$ cat config.mk
export PLATFORM = sky130hd
export DESIGN_NAME = subtractor_serial_8b
export DESIGN_NICKNAME = d
export VERILOG_FILES = /design/src/rtl/alu_pkg.sv /design/src/rtl/full_subtractor_1b.sv /design/src/rtl/subtractor_serial_8b.sv
export SDC_FILE = /design/constraint.sdc
export NUM_CORES = 1
export LEC_CHECK = 0
export BUFFER_PORTS_ARGS = -buffer_cell sky130_fd_sc_hd__buf_2
export CORE_AREA = 2 2 83 85
export DETAILED_ROUTE_END_ITERATION = 16
export DIE_AREA = 0 0 85 87
export MAX_ROUTING_LAYER = met4
export SLEW_MARGIN = 20
export SYNTH_ARGS = -nofsm -noshare
export SYNTH_HDL_FRONTEND = slang
export SYNTH_SLANG_ARGS = --single-unit
$ cat constraint.sdc
create_clock -name clk -period 1.25 [get_ports clk]
set_clock_uncertainty 0.05 [all_clocks]
set_input_delay 0 -clock clk [delete_from_list [all_inputs] [get_ports clk]]
set_output_delay 0 -clock clk [all_outputs]
set_load 0.005 [all_outputs]
$ cat src/rtl/alu_pkg.sv
// rtl/alu_pkg.sv - shared ALU types, default widths and full-subtractor helper
package alu_pkg;

  // Sequencing states for multi-cycle ALU operations
  typedef enum logic [1:0] {
    IDLE  = 2'd0,
    SHIFT = 2'd1,
    DONE  = 2'd2
  } sub_state_e;

  localparam int SUB_WIDTH = 8;

  // Borrow-out of a 1-bit full subtractor computing a - b - bi
  function automatic logic fs_borrow(input logic a, input logic b, input logic bi);
    return (~a & b) | (~(a ^ b) & bi);
  endfunction

endpackage

$ cat src/rtl/full_subtractor_1b.sv
// rtl/full_subtractor_1b.sv - combinational 1-bit full subtractor (a - b - bi)
module full_subtractor_1b
  import alu_pkg::*;
(
  input  logic a,
  input  logic b,
  input  logic bi,
  output logic d,
  output logic bo
);

  assign d  = a ^ b ^ bi;
  assign bo = fs_borrow(a, b, bi);

endmodule

$ cat src/rtl/subtractor_serial_8b.sv
// rtl/subtractor_serial_8b.sv - bit-serial LSB-first subtractor, optional z/v flags via SUBTRACTOR_SERIAL_FLAGS_EN
module subtractor_serial_8b
  import alu_pkg::*;
#(
  parameter int WIDTH = SUB_WIDTH
) (
  input  logic             clk,
  input  logic             rst,
  input  logic             in_valid,
  output logic             in_ready,
  input  logic [WIDTH-1:0] a,
  input  logic [WIDTH-1:0] b,
  input  logic             bi,
  output logic             out_valid,
  input  logic             out_ready,
  output logic [WIDTH-1:0] d,
  output logic             bo
`ifdef SUBTRACTOR_SERIAL_FLAGS_EN
  ,
  output logic             z,
  output logic             v
`endif
);

  localparam int CNT_W = $clog2(WIDTH + 1);
  localparam logic [CNT_W-1:0] LAST_CNT = CNT_W'(WIDTH - 1);

  sub_state_e       state;
  // a_sh doubles as the difference shift register: each consumed minuend
  // bit frees the MSB slot that receives the next difference bit.
  logic [WIDTH-1:0] a_sh;
  logic [WIDTH-1:0] b_sh;
  logic             brw;
  logic [CNT_W-1:0] cnt;

  logic             diff_bit;
  logic             brw_next;
  logic [WIDTH-1:0] d_next;

`ifdef SUBTRACTOR_SERIAL_FLAGS_EN
  logic             a_msb;
  logic             b_msb;
`endif

  full_subtractor_1b u_cell (
    .a  (a_sh[0]),
    .b  (b_sh[0]),
    .bi (brw),
    .d  (diff_bit),
    .bo (brw_next)
  );

  assign d_next = {diff_bit, a_sh[WIDTH-1:1]};

  // Handshake FSM, serial datapath and registered result/flags
  always_ff @(posedge clk) begin
    if (rst) begin
      state     <= IDLE;
      in_ready  <= 1'b1;
      out_valid <= 1'b0;
      a_sh      <= '0;
      b_sh      <= '0;
      brw       <= 1'b0;
      cnt       <= '0;
      d         <= '0;
      bo        <= 1'b0;
`ifdef SUBTRACTOR_SERIAL_FLAGS_EN
      a_msb     <= 1'b0;
      b_msb     <= 1'b0;
      z         <= 1'b0;
      v         <= 1'b0;
`endif
    end else begin
      case (state)
        IDLE: begin
          if (in_valid) begin
            a_sh     <= a;
            b_sh     <= b;
            brw      <= bi;
            cnt      <= '0;
            in_ready <= 1'b0;
            state    <= SHIFT;
`ifdef SUBTRACTOR_SERIAL_FLAGS_EN
            // Operand sign bits are shifted away, so keep them for overflow
            a_msb    <= a[WIDTH-1];
            b_msb    <= b[WIDTH-1];
`endif
          end
        end

        SHIFT: begin
          a_sh <= d_next;
          b_sh <= b_sh >> 1;
          brw  <= brw_next;
          cnt  <= cnt + CNT_W'(1);
          if (cnt == LAST_CNT) begin
            d         <= d_next;
            bo        <= brw_next;
            out_valid <= 1'b1;
            state     <= DONE;
`ifdef SUBTRACTOR_SERIAL_FLAGS_EN
            z         <= (d_next == '0);
            v         <= (a_msb != b_msb) && (d_next[WIDTH-1] != a_msb);
`endif
          end
        end

        DONE: begin
          if (out_ready) begin
            out_valid <= 1'b0;
            in_ready  <= 1'b1;
            state     <= IDLE;
          end
        end

        default: begin
          state     <= IDLE;
          in_ready  <= 1'b1;
          out_valid <= 1'b0;
        end
      endcase
    end
  end

endmodule

==> reports/summary.txt <==
Chip Width = 85 um
Final setup viols = 4
Drc violations = 0
Bufs and invs on worst path = 1
H-tree level count = 2
Mapped Cells = 177
Total track usage = 12.4%
Area delta synth->final = 52.6%
Async set-or-reset flop fraction in the synthesized netlist = 0%
Die Span Y = 87 um
Remaining antenna violation count = 0
Vias per cell = 4.97
Final Hold Viols = 0
Tmin final = 1.38 ns
Commonest non-fill, non-tap cell in the layout = buf_2
Crit-path max FO = 2
Status = finished, violations left
CP startpoint kind = register
Total grt overflow = 0
CTS root buf = clkbuf_8
RSZ-0062 raised after global routing = yes
Max Freq = 722 MHz
Crit path kind = register to register
Crit path DAT = 1.53 ns
Total number of vias = 1576
Routability cong. = 0.795
Cell family with most CP delay = adder cells
N_diodes = 0
WP data required = 1.40 ns
Yosys reg bits = 34
Slowest cell on the critical path = fa_2
Seq/Total Area, Yosys = 42.9%
Crit end category = register
Power Total = 2480 uW
Pwr/cell area = 1020 nW/um^2
Post-route setup slack = -0.135 ns
Vias in the first global route = 1517
Static leakage = 0.000930 uW
Clock Latency Late Sink = 0.28 ns
Global-route wire length before repair = 7.18 mm
Nets@finish = 259
Max Cap Violations = 0
Ports = 32
Pre-Repair DR Iteration Count = 4
DRT iter0 DRCs = 74
Yosys warns = 0
Wire per inst = 14.1 um
Syn nets = 200
Worst hold path type = primary input to register
Row cnt = 30
Core area = 6570 um^2
Die Footprint = 7400 um^2
Clock Sink Count = 34
Most frequent cells in the layout = 31 x buf_2, 28 x dfxtp_1, 22 x buf_4
Failing checks = negative setup slack
Crit-path cells = inv_2 > fa_2 > o22ai_1 > a211oi_1
Post-DP HPWL = 3.03 mm
Post-Syn Area = 1590 um^2
Slowest stage delay, CP = 0.58 ns
Initial Util = 24.1%
Number of port buffers = 31
Actual slew at the worst max-slew pin = 0.316 ns
Largest net degree at the start of global routing = 20
CTS tree = yes
CTS Buf Count = 5
Top FF cell, synth = dfxtp_1
Max-slew headroom = 78.9%
Antenna violations before repair = 0
Share of cells above drive strength 1 = 48.9%
Place WS = -0.159 ns
EDFF count, synth = 0
Bufs on Longest Clock Path = 2
Worst-path clk slew = 0.07 ns
Syn avg cell area = 8.96 um^2
VDD IR-drop max = 0.636 mV
Yosys cell types = 40
Max-slew violation count = 0
Final wirelength = 4.48 mm
Fin crit share = 111%
-- metal layers --
metal | wire (um) | global-route usage, % | up-vias | part of all wire (%)
li1 | - | - | 785 | -
met1 | 1980 | 15.4 | 752 | 44
met2 | 2260 | 19.7 | 31 | 50
met3 | 158 | 2.46 | 8 | 3.5
met4 | 85 | 5.48 | 0 | 1.9
met5 | 0 | - | - | 0
-- kinds of logic (layout without fill, tap and decap cells) --
group / count (synthesis) / in the layout / share of synthesized area [%]
compound gates: 71 / 71 / 31.7
fa+ha+maj: 2 / 2 / 2.05
buf+inv: 24 / 84 / 7.81
flops: 34 / 34 / 42.9
mux: 1 / 1 / 0.631
simple gates: 45 / 45 / 14.8
-- cells in the mapped netlist, types with 2 or more instances --
| master | instances | area, um^2 |
|---|---|---|
| o21bai_1 | 2 | 15.0 |
| a21boi_0 | 2 | 15.0 |
| inv_1 | 6 | 22.5 |
| buf_2 | 6 | 30.0 |
| buf_4 | 3 | 22.5 |
| o22ai_1 | 9 | 56.3 |
| o31ai_1 | 8 | 60.1 |
| o221a_2 | 6 | 67.6 |
| a221oi_1 | 3 | 26.3 |
| dfxtp_1 | 34 | 681 |
| a31oi_1 | 2 | 12.5 |
| o21ai_0 | 2 | 10.0 |
| a21oi_1 | 21 | 105 |
| buf_6 | 2 | 22.5 |
| nor2b_1 | 2 | 12.5 |
| and3b_1 | 2 | 17.5 |
| nand2b_1 | 3 | 18.8 |
| nand3_1 | 10 | 50.1 |
| a2bb2oi_1 | 4 | 35.0 |
| nand2_1 | 6 | 22.5 |
| inv_2 | 2 | 7.51 |
| o221ai_1 | 3 | 26.3 |
| clkbuf_1 | 5 | 18.8 |
| nor2_1 | 14 | 52.6 |
| nand3b_1 | 2 | 15.0 |
| or3_1 | 2 | 12.5 |
| a211oi_1 | 3 | 22.5 |
-- cell type report --
| class | count | area (um^2) |
|---|---|---|
| Clock inverter | 1 | 5.00 |
| Sequential cell | 34 | 693 |
| Multi-Input combinational cell | 119 | 992 |
| Clock buffer | 7 | 86.3 |
| Tap cell | 80 | 100 |
| Inverter | 8 | 30.0 |
| Fill cell | 643 | 4150 |
| Timing Repair Buffer | 68 | 513 |
-- registers in the layout, summed over array words and instances (netlist names) --
name	cells
a_sh	8
b_sh	8
d	8
cnt	4
state	2
bo	1
brw	1
in_ready	1
out_valid	1
-- where the power goes --
part	total [uW]	switching [uW]	internal, uW
sequential	1200	55.7	1140
combinational	439	205	234
clock	839	395	444
total	2480	655	1820
-- worst reg2reg max path: stages, from the launching register on --
cell      delay [ns]
dfxtp_2         0.34
inv_2           0.05
fa_2            0.58
o22ai_1         0.08
a211oi_1        0.21
-- timing repair --
item	4_1_cts	5_1_grt
endpoints found under the setup margin	24	18
endpoints found under the hold margin	7	2
buffers inserted	1	2
gates resized for setup	11	48
pin swaps	4	13
hold buffers	7	2
-- stage by stage --
stage	hold WS [ns]	area (um^2)	setup TNS [ns]	util (%)	instances
2_1_floorplan	0.128	1590	-0.0676	-	177
3_3_place_gp	0.250	1970	-0.651	30.0	297
3_5_place_dp	0.255	1970	-0.987	30.0	297
4_1_cts	0.000792	2170	-0.370	33.0	313
5_1_grt	0.0291	2420	-0.892	36.8	317
6_report	0.0229	2420	-0.294	36.8	317
-- final timing paths --
kind,depth (start not counted),startpoint,to,slack [ns]
min,3,a[7],a_sh[7]$_SDFFE_PP0P_,0.02
max reg2reg,4,brw$_SDFFE_PP0P_,a_sh[7]$_SDFFE_PP0P_,-0.13
min reg2reg,2,d[5]$_SDFFE_PP0P_,d[5]$_SDFFE_PP0P_,0.42
max,4,brw$_SDFFE_PP0P_,a_sh[7]$_SDFFE_PP0P_,-0.13
(Power assumes the default switching activity.)
